File: src/rtl/alu_pkg.sv
// Shared definitions for the iterative ALU: op encodings, FSM states, default width.
package alu_pkg;

  localparam int XLEN_DEFAULT = 32;

  typedef enum logic [4:0] {
    OP_LUI   = 5'h00,
    OP_AUIPC = 5'h01,
    OP_ADD   = 5'h02,
    OP_BEQ   = 5'h03,
    OP_BNE   = 5'h04,
    OP_BLT   = 5'h05,
    OP_BGE   = 5'h06,
    OP_BLTU  = 5'h07,
    OP_BGEU  = 5'h08,
    OP_SLT   = 5'h09,
    OP_SLTU  = 5'h0A,
    OP_XOR   = 5'h0B,
    OP_OR    = 5'h0C,
    OP_AND   = 5'h0D,
    OP_SLL   = 5'h0E,
    OP_SRL   = 5'h0F,
    OP_SRA   = 5'h10,
    OP_SUB   = 5'h11,
    OP_ZERO  = 5'h12,
    OP_MUL   = 5'h13,
    OP_DIV   = 5'h14,
    OP_DIVU  = 5'h15,
    OP_REM   = 5'h16,
    OP_REMU  = 5'h17
  } alu_op_e;

  typedef enum logic [1:0] {
    S_IDLE = 2'd0,
    S_BUSY = 2'd1,
    S_DONE = 2'd2
  } alu_state_e;

  function automatic logic is_iter_op(alu_op_e op);
    return (op == OP_MUL) || (op == OP_DIV) || (op == OP_DIVU) ||
           (op == OP_REM) || (op == OP_REMU);
  endfunction

  function automatic logic is_signed_div(alu_op_e op);
    return (op == OP_DIV) || (op == OP_REM);
  endfunction

endpackage

File: src/rtl/alu_iter_if.sv
// Request/response handshake bundle between an ALU client and alu_iter.
interface alu_iter_if #(parameter int XLEN = 32);
  logic            in_valid;
  logic            in_ready;
  logic [4:0]      ALU_op;
  logic [XLEN-1:0] input1;
  logic [XLEN-1:0] input2;
  logic            out_valid;
  logic            out_ready;
  logic [XLEN-1:0] alu_out;
  logic            zero;

  modport master (
    output in_valid, ALU_op, input1, input2, out_ready,
    input  in_ready, out_valid, alu_out, zero
  );

  modport slave (
    input  in_valid, ALU_op, input1, input2, out_ready,
    output in_ready, out_valid, alu_out, zero
  );
endinterface

File: src/rtl/alu_muldiv_iter.sv
// Bit-serial multiply (shift-add) and restoring divide, one bit per cycle.
module alu_muldiv_iter
  import alu_pkg::*;
#(
  parameter int XLEN    = XLEN_DEFAULT,
  parameter int SHAMT_W = $clog2(XLEN)
) (
  input  logic            clk,
  input  logic            rst,
  input  logic            flush,
  input  logic            start,
  input  alu_op_e         op,
  input  logic [XLEN-1:0] opa,
  input  logic [XLEN-1:0] opb,
  output logic            done,
  output logic [XLEN-1:0] result
);

  logic               busy;
  logic [SHAMT_W-1:0] cnt;
  alu_op_e            op_q;
  logic [XLEN-1:0]    a_q;    // multiplicand, or dividend shifting into quotient
  logic [XLEN-1:0]    b_q;    // multiplier, or divisor magnitude
  logic [XLEN-1:0]    acc_q;  // partial product, or partial remainder
  logic               neg_q;
  logic               neg_r;

  logic            a_neg, b_neg;
  logic [XLEN:0]   shifted, diff;
  logic            fits;
  logic [XLEN-1:0] rem_n, quo_n, prod_n;

  assign a_neg = is_signed_div(op) && opa[XLEN-1];
  assign b_neg = is_signed_div(op) && opb[XLEN-1];

  assign shifted = {acc_q, a_q[XLEN-1]};
  assign diff    = shifted - {1'b0, b_q};
  assign fits    = !diff[XLEN];
  assign rem_n   = fits ? diff[XLEN-1:0] : shifted[XLEN-1:0];
  assign quo_n   = {a_q[XLEN-2:0], fits};
  assign prod_n  = acc_q + (b_q[0] ? a_q : '0);

  assign done = busy && (cnt == SHAMT_W'(XLEN-1));

  // Result reflects the step being taken this cycle, so it is final when done is high.
  always_comb begin
    result = '0;
    case (op_q)
      OP_MUL:          result = prod_n;
      OP_DIV, OP_DIVU: result = neg_q ? -quo_n : quo_n;
      OP_REM, OP_REMU: result = neg_r ? -rem_n : rem_n;
      default:         result = '0;
    endcase
  end

  always_ff @(posedge clk) begin
    if (rst) begin
      busy  <= 1'b0;
      cnt   <= '0;
      op_q  <= OP_LUI;
      a_q   <= '0;
      b_q   <= '0;
      acc_q <= '0;
      neg_q <= 1'b0;
      neg_r <= 1'b0;
    end else if (flush) begin
      busy <= 1'b0;
      cnt  <= '0;
    end else if (start) begin
      busy  <= 1'b1;
      cnt   <= '0;
      op_q  <= op;
      acc_q <= '0;
      neg_q <= a_neg ^ b_neg;
      neg_r <= a_neg;
      if (op == OP_MUL) begin
        a_q <= opa;
        b_q <= opb;
      end else begin
        a_q <= a_neg ? -opa : opa;
        b_q <= b_neg ? -opb : opb;
      end
    end else if (busy) begin
      cnt <= cnt + SHAMT_W'(1);
      if (done) begin
        busy <= 1'b0;
        cnt  <= '0;
      end
      if (op_q == OP_MUL) begin
        acc_q <= prod_n;
        a_q   <= a_q << 1;
        b_q   <= b_q >> 1;
      end else begin
        acc_q <= rem_n;
        a_q   <= quo_n;
      end
    end
  end

endmodule

File: src/rtl/alu_iter.sv
// ALU with single-cycle legacy ops and iterative mul/div behind a valid/ready handshake.
//   state  | meaning
//   IDLE   | ready for a request
//   BUSY   | mul/div iterating, one bit per cycle
//   DONE   | result valid, held until out_ready
module alu_iter
  import alu_pkg::*;
#(
  parameter int XLEN    = XLEN_DEFAULT,
  parameter int SHAMT_W = $clog2(XLEN)
) (
  input  logic        clk,
  input  logic        rst,
  input  logic        flush,
  alu_iter_if.slave   bus
);

  alu_state_e         state;
  alu_op_e            op;
  logic [XLEN-1:0]    a, b;
  logic [SHAMT_W-1:0] shamt;
  logic [XLEN-1:0]    sc_out;
  logic               sc_zero;
  logic               div_zero, div_ovf, iter_go, accept;
  logic               md_start, md_done;
  logic [XLEN-1:0]    md_result;

  assign op    = alu_op_e'(bus.ALU_op);
  assign a     = bus.input1;
  assign b     = bus.input2;
  assign shamt = b[SHAMT_W-1:0];

  assign div_zero = (b == '0);
  assign div_ovf  = is_signed_div(op) && (a == {1'b1, {(XLEN-1){1'b0}}}) && (b == '1);
  // Divide-by-zero and signed overflow resolve in one cycle instead of iterating.
  assign iter_go  = is_iter_op(op) && ((op == OP_MUL) || !(div_zero || div_ovf));

  assign bus.in_ready = (state == S_IDLE) && !flush && !rst;
  assign accept       = bus.in_valid && bus.in_ready;
  assign md_start     = accept && iter_go;

  always_comb begin
    sc_out  = '0;
    sc_zero = 1'b0;
    case (op)
      OP_LUI:          sc_out  = b;
      OP_AUIPC,
      OP_ADD:          sc_out  = a + b;
      OP_BEQ:          sc_zero = (a == b);
      OP_BNE:          sc_zero = (a != b);
      OP_BLT:          sc_zero = ($signed(a) < $signed(b));
      OP_BGE:          sc_zero = ($signed(a) >= $signed(b));
      OP_BLTU:         sc_zero = (a < b);
      OP_BGEU:         sc_zero = (a >= b);
      OP_SLT:          sc_out  = {{(XLEN-1){1'b0}}, ($signed(a) < $signed(b))};
      OP_SLTU:         sc_out  = {{(XLEN-1){1'b0}}, (a < b)};
      OP_XOR:          sc_out  = a ^ b;
      OP_OR:           sc_out  = a | b;
      OP_AND:          sc_out  = a & b;
      OP_SLL:          sc_out  = a << shamt;
      OP_SRL:          sc_out  = a >> shamt;
      OP_SRA:          sc_out  = $signed(a) >>> shamt;
      OP_SUB:          sc_out  = a - b;
      OP_DIV, OP_DIVU: sc_out  = div_zero ? '1 : a;
      OP_REM, OP_REMU: sc_out  = div_zero ? a : '0;
      default:         sc_out  = '0;
    endcase
  end

  alu_muldiv_iter #(
    .XLEN    (XLEN),
    .SHAMT_W (SHAMT_W)
  ) u_muldiv (
    .clk    (clk),
    .rst    (rst),
    .flush  (flush),
    .start  (md_start),
    .op     (op),
    .opa    (a),
    .opb    (b),
    .done   (md_done),
    .result (md_result)
  );

  always_ff @(posedge clk) begin
    if (rst) begin
      state         <= S_IDLE;
      bus.alu_out   <= '0;
      bus.zero      <= 1'b0;
      bus.out_valid <= 1'b0;
    end else if (flush) begin
      state         <= S_IDLE;
      bus.out_valid <= 1'b0;
    end else begin
      case (state)
        S_IDLE: begin
          if (accept) begin
            if (iter_go) begin
              state <= S_BUSY;
            end else begin
              state         <= S_DONE;
              bus.alu_out   <= sc_out;
              bus.zero      <= sc_zero;
              bus.out_valid <= 1'b1;
            end
          end
        end
        S_BUSY: begin
          if (md_done) begin
            state         <= S_DONE;
            bus.alu_out   <= md_result;
            bus.zero      <= 1'b0;
            bus.out_valid <= 1'b1;
          end
        end
        S_DONE: begin
          if (bus.out_ready) begin
            state         <= S_IDLE;
            bus.out_valid <= 1'b0;
          end
        end
        default: state <= S_IDLE;
      endcase
    end
  end

endmodule

File: src/flat_wrapper.sv
// flat-port wrapper written by rule: the top's interface ports become plain ports
module alu_iter_flat import alu_pkg::*;
#(
  parameter int XLEN    = XLEN_DEFAULT,
  parameter int SHAMT_W = $clog2(XLEN)
)
  (clk, rst, flush, bus_in_valid, bus_ALU_op, bus_input1, bus_input2, bus_out_ready, bus_in_ready, bus_out_valid, bus_alu_out, bus_zero);
  alu_iter_if #(.XLEN(XLEN)) bus_i ();
  input  logic clk;
  input  logic rst;
  input  logic flush;
  input wire logic [$bits(bus_i.in_valid)-1:0] bus_in_valid;
  input wire logic [$bits(bus_i.ALU_op)-1:0] bus_ALU_op;
  input wire logic [$bits(bus_i.input1)-1:0] bus_input1;
  input wire logic [$bits(bus_i.input2)-1:0] bus_input2;
  input wire logic [$bits(bus_i.out_ready)-1:0] bus_out_ready;
  output wire logic [$bits(bus_i.in_ready)-1:0] bus_in_ready;
  output wire logic [$bits(bus_i.out_valid)-1:0] bus_out_valid;
  output wire logic [$bits(bus_i.alu_out)-1:0] bus_alu_out;
  output wire logic [$bits(bus_i.zero)-1:0] bus_zero;
  assign bus_i.in_valid = bus_in_valid;
  assign bus_i.ALU_op = bus_ALU_op;
  assign bus_i.input1 = bus_input1;
  assign bus_i.input2 = bus_input2;
  assign bus_i.out_ready = bus_out_ready;
  assign bus_in_ready = bus_i.in_ready;
  assign bus_out_valid = bus_i.out_valid;
  assign bus_alu_out = bus_i.alu_out;
  assign bus_zero = bus_i.zero;
  alu_iter #(.XLEN(XLEN), .SHAMT_W(SHAMT_W)) u_core (.clk(clk), .rst(rst), .flush(flush), .bus(bus_i));
endmodule
File: config.mk
export PLATFORM = sky130hd
export DESIGN_NAME = alu_iter_flat
export DESIGN_NICKNAME = d
export VERILOG_FILES = /design/src/rtl/alu_pkg.sv /design/src/rtl/alu_iter_if.sv /design/src/rtl/alu_muldiv_iter.sv /design/src/rtl/alu_iter.sv /design/src/flat_wrapper.sv
export SDC_FILE = /design/constraint.sdc
export NUM_CORES = 1
export LEC_CHECK = 0
export ABC_CLOCK_PERIOD_IN_PS = 6200
export CORE_MARGIN = 4
export CORE_UTILIZATION = 23
export CTS_BUF_LIST = sky130_fd_sc_hd__clkbuf_4
export CTS_CLUSTER_SIZE = 25
export DETAILED_ROUTE_END_ITERATION = 10
export SLEW_MARGIN = 20
export SYNTH_ARGS = -nofsm -noshare
export SYNTH_HDL_FRONTEND = slang
export SYNTH_SLANG_ARGS = --single-unit
export TNS_END_PERCENT = 10
File: constraint.sdc
create_clock -name clk -period 6.2 [get_ports clk]
set_clock_uncertainty 0.1 [all_clocks]
set_input_delay 0.62 -clock clk [delete_from_list [all_inputs] [get_ports clk]]
set_output_delay 0.62 -clock clk [all_outputs]
set_load 0.005 [all_outputs]
==> results.txt <==
* Total power density per cell area: 120 nW/um2
- The run finished with clean final reports.
* Area of placed instances: 25700 um2
* Max FO, Critical Path: 7
- Buffers from clock root to sink, at most: 2
* RSZ-0062 raised after global routing: false
- The worst setup path is of the primary input to flip-flop kind.
- Register area: between 2000 and 3000 um2
- Endpoint type of the worst setup path: flip-flop
- Measured along the y axis, the die boundary spans 325 um.
- Length of the first detailed-routing pass in iterations: 6
* Clock Latency Late Sink: 0.68 ns
- During synthesis, Yosys emitted a total of 0 warnings.
* Post-synth net total: about 3600
- Synthesized-area fraction occupied by adder cells: around a tenth
- #FFs+latches synth: 145
- A synthesized cell averages 6.99 um2.
- Setup violations remaining at the end of the flow were counted as 0.
- Share of synthesized area spent on multiplexers: 8.07%
* # Post-CTS Setup Buffers: 0
- Among all flip-flop cells after synthesis, the most frequent one is dfxtp_1.
- Number of antenna violations at the first check in global routing: 10
- The floorplan step defined a die boundary enclosing 106000 um2.
- Number of nets with antenna violations after routing: 0
* Largest voltage drop on the vdd net: 105 uV
* Library cell occupying the most area in the post-synthesis netlist: dfxtp_1
- The synthesized netlist devotes between 20% and 30% of its cell area to simple gates.
- Measured against its own limit, the worst slew margin works out to between 20% and 30%.
- Maximum level of the CTS H-tree: 4
- The tree is rooted in a clkbuf_4.
- After Yosys synthesis, XOR and XNOR cells account for 6.28% of the synthesized area.
- Via count of the first global-routing pass: 25600
- After routing the design area is around 26000 um2.
- Relative area change from synthesis to final layout: 12.6%
* Final cell utilization of the core: 26.1%
- The tool flagged a number of max-cap violations equal to 0.
* Vias per std cell: 5.99
* Top-count cell post-synth: nor2_1
- Final layout net count: 3562
- From left edge to right edge, the die measures 325 um.
- Wire length after detailed routing: 125000 um
- Slew @ Worst Pin: around 1.1 ns
- Data arrives at the worst endpoint at 5.73 ns.
- Sequential elements use 12.5% of the synthesized area.
- Fraction of final layout cells with drive strength greater than 1: 8.72%
* Sum Neg Setup Slack: 0 ns
- Summing every instance area after synthesis gives 23200 um2.
- Post-route minimum period: about 5.3 ns
* Top post-synthesis cells by count: nor2_1, nand2_1, a21oi_1
* Floorplan Core Area: 100000 um2
* TritonCTS clock tree: yes
- Global routing finished with a remaining overflow of 0.
- Fraction of synthesis flops using an asynchronous set or reset pin: 0%
* Drt wl/cell: 26.9 um
* Detailed placement HPWL: 97500 um
- Count of input and output buffers: between 100 and 150
* Global-route wire length before repair: 179000 um
* Dominant combinational cell family by area after synthesis: compound AO/OA/AOI/OAI gates
* Standby leakage power: approximately 10 nW
- Max frequency: 0.190 GHz
- Final GP Congestion: about 1.0
* Number of fill cells: 11100
* Cells after Synth: roughly 3300
- Worst endpoint required time: 6.67 ns
- In the global route stage, overall resource usage came out at 22.3%.
* Area used by multi-input combinational logic: 18600 um2
- The worst setup path is launched from a primary input.
* Final clock period utilization by the worst path: 84.8%
- The min-delay analysis places its worst path in the category primary input to flip-flop.
- After clock tree synthesis, the flow added hold-fix buffers numbering 0.
- Final-report hold violation count: 0
* Number of core rows: approximately 120
* Effective utilization at floorplan: 23.2%
- The number of gates resized after CTS was 0.
- The clock drives roughly 150 sinks.
* Count of different cell masters after synthesis: 105
- Area contributors post-synth: dfxtp_1, ha_1, nor2_1, a21oi_1, mux4_2
* I/O pin count: 109
* CTS clk-pin slew, worst paths: 0.18 ns
* Via count of the routed design: 27700
- Summing the areas of all compound-gate instances in the mapped netlist gives 32.6% of the synthesized area.
- Pin count of the biggest net entering global routing: 73
- The max-slew violation count came to 0.
- Fraction of post-synthesis cell area in the top cell type by area: about 13%
* Cts bufs inserted: 17
- Number of enable flip-flop cells after synthesis: 0
- For this block, the initial DRC count from the detailed router was 4328.
- Residual DRC: 0
critical path, stage by stage:
cell and delay (ns):
clkdlybuf4s50_1 0.75, inv_1 0.17, ha_1 0.46, nor3_1 0.55, nand2_1 0.23, a2111oi_0 0.45
buf_4 0.20, nor3_1 0.08, a211oi_1 0.62, o21ai_1 0.28, o21a_1 0.23, nor3_1 0.19
o21ai_0 0.11, a32oi_1 0.35, o211ai_1 0.16, o31a_1 0.26
registers in the layout, indices dropped and copies added (netlist names), 2 cells and up:
signal and cells:
u_core.bus.alu_out 32, u_core.u_muldiv.a_q 32, u_core.u_muldiv.acc_q 32, u_core.u_muldiv.b_q 32
u_core.u_muldiv.cnt 5, u_core.u_muldiv.op_q 5, u_core.state 2
worst paths after layout:
path,start,to,slack (ns),depth (start not counted)
max,bus_input2[9],u_core.bus.alu_out[31],0.94,16
min,rst,u_core.u_muldiv.b_q[5],0.27,2
max reg2reg,u_core.u_muldiv.acc_q[29],u_core.bus.alu_out[24],0.98,16
min reg2reg,u_core.u_muldiv.op_q[3],u_core.u_muldiv.op_q[3],0.39,1
cell type report:
| class | count | share of cell area, % |
|---|---|---|
| inverters | 159 | 2.32 |
| clock buffers | 17 | 0.490 |
| clock inverters | 15 | 0.725 |
| diodes | 4 | 0.0384 |
| multi-input cells | 2750 | 71.2 |
| well taps | 1298 | 6.23 |
| flip-flops and latches | 145 | 11.1 |
| repair buffers | 239 | 7.88 |
per-layer routing:
metal	track usage (%)	wire, um	up-vias
met5	0	48	-
li1	-	-	12300
met2	34.5	52800	1803
met1	29.9	51500	13300
met4	9.31	6590	8
met3	5.06	13600	331
kinds of logic after synthesis:
kind of cell,Yosys count
DFF,145
xor gates and xnor gates,166
and+or+nand+nor,1163
adders and majority gates,176
buffers and inverters,419
AOI/OAI and AO/OA,1128
muxes,117
layout by cell type (no fill, tap or decap), types with 39 or more instances in the layout:
| cell | count |
|---|---|
| a211oi_1 | 75 |
| a21o_1 | 41 |
| a21oi_1 | 303 |
| a311oi_1 | 46 |
| a31oi_1 | 39 |
| and2_1 | 43 |
| buf_4 | 133 |
| clkdlybuf4s50_1 | 102 |
| dfxtp_1 | 145 |
| ha_1 | 172 |
| inv_1 | 155 |
| mux2i_1 | 55 |
| mux4_2 | 55 |
| nand2_1 | 309 |
| nand3_1 | 65 |
| nor2_1 | 433 |
| nor3_1 | 84 |
| o211ai_1 | 48 |
| o21ai_0 | 205 |
| o31ai_1 | 41 |
| xnor2_1 | 117 |
| xor2_1 | 49 |
report_power, final:
group          switching (mW)  internal (mW)
clock network           0.483          0.229
logic                   0.941          0.497
registers              0.0324          0.953
metrics by stage:
step / total power, mW / std cells / setup WS, ns / hold WS [ns]
2_1_floorplan: 1.81 / 3314 / 1.34 / 0.330
3_3_place_gp: 2.39 / 4591 / 0.562 / 0.343
3_5_place_dp: 2.38 / 4591 / 0.479 / 0.348
4_1_cts: 3.09 / 4623 / 1.06 / 0.246
5_1_grt: 3.25 / 4623 / 0.709 / 0.291
6_report: 3.14 / 4627 / 0.943 / 0.271
No activity file was read; power rests on OpenSTA's default activity.
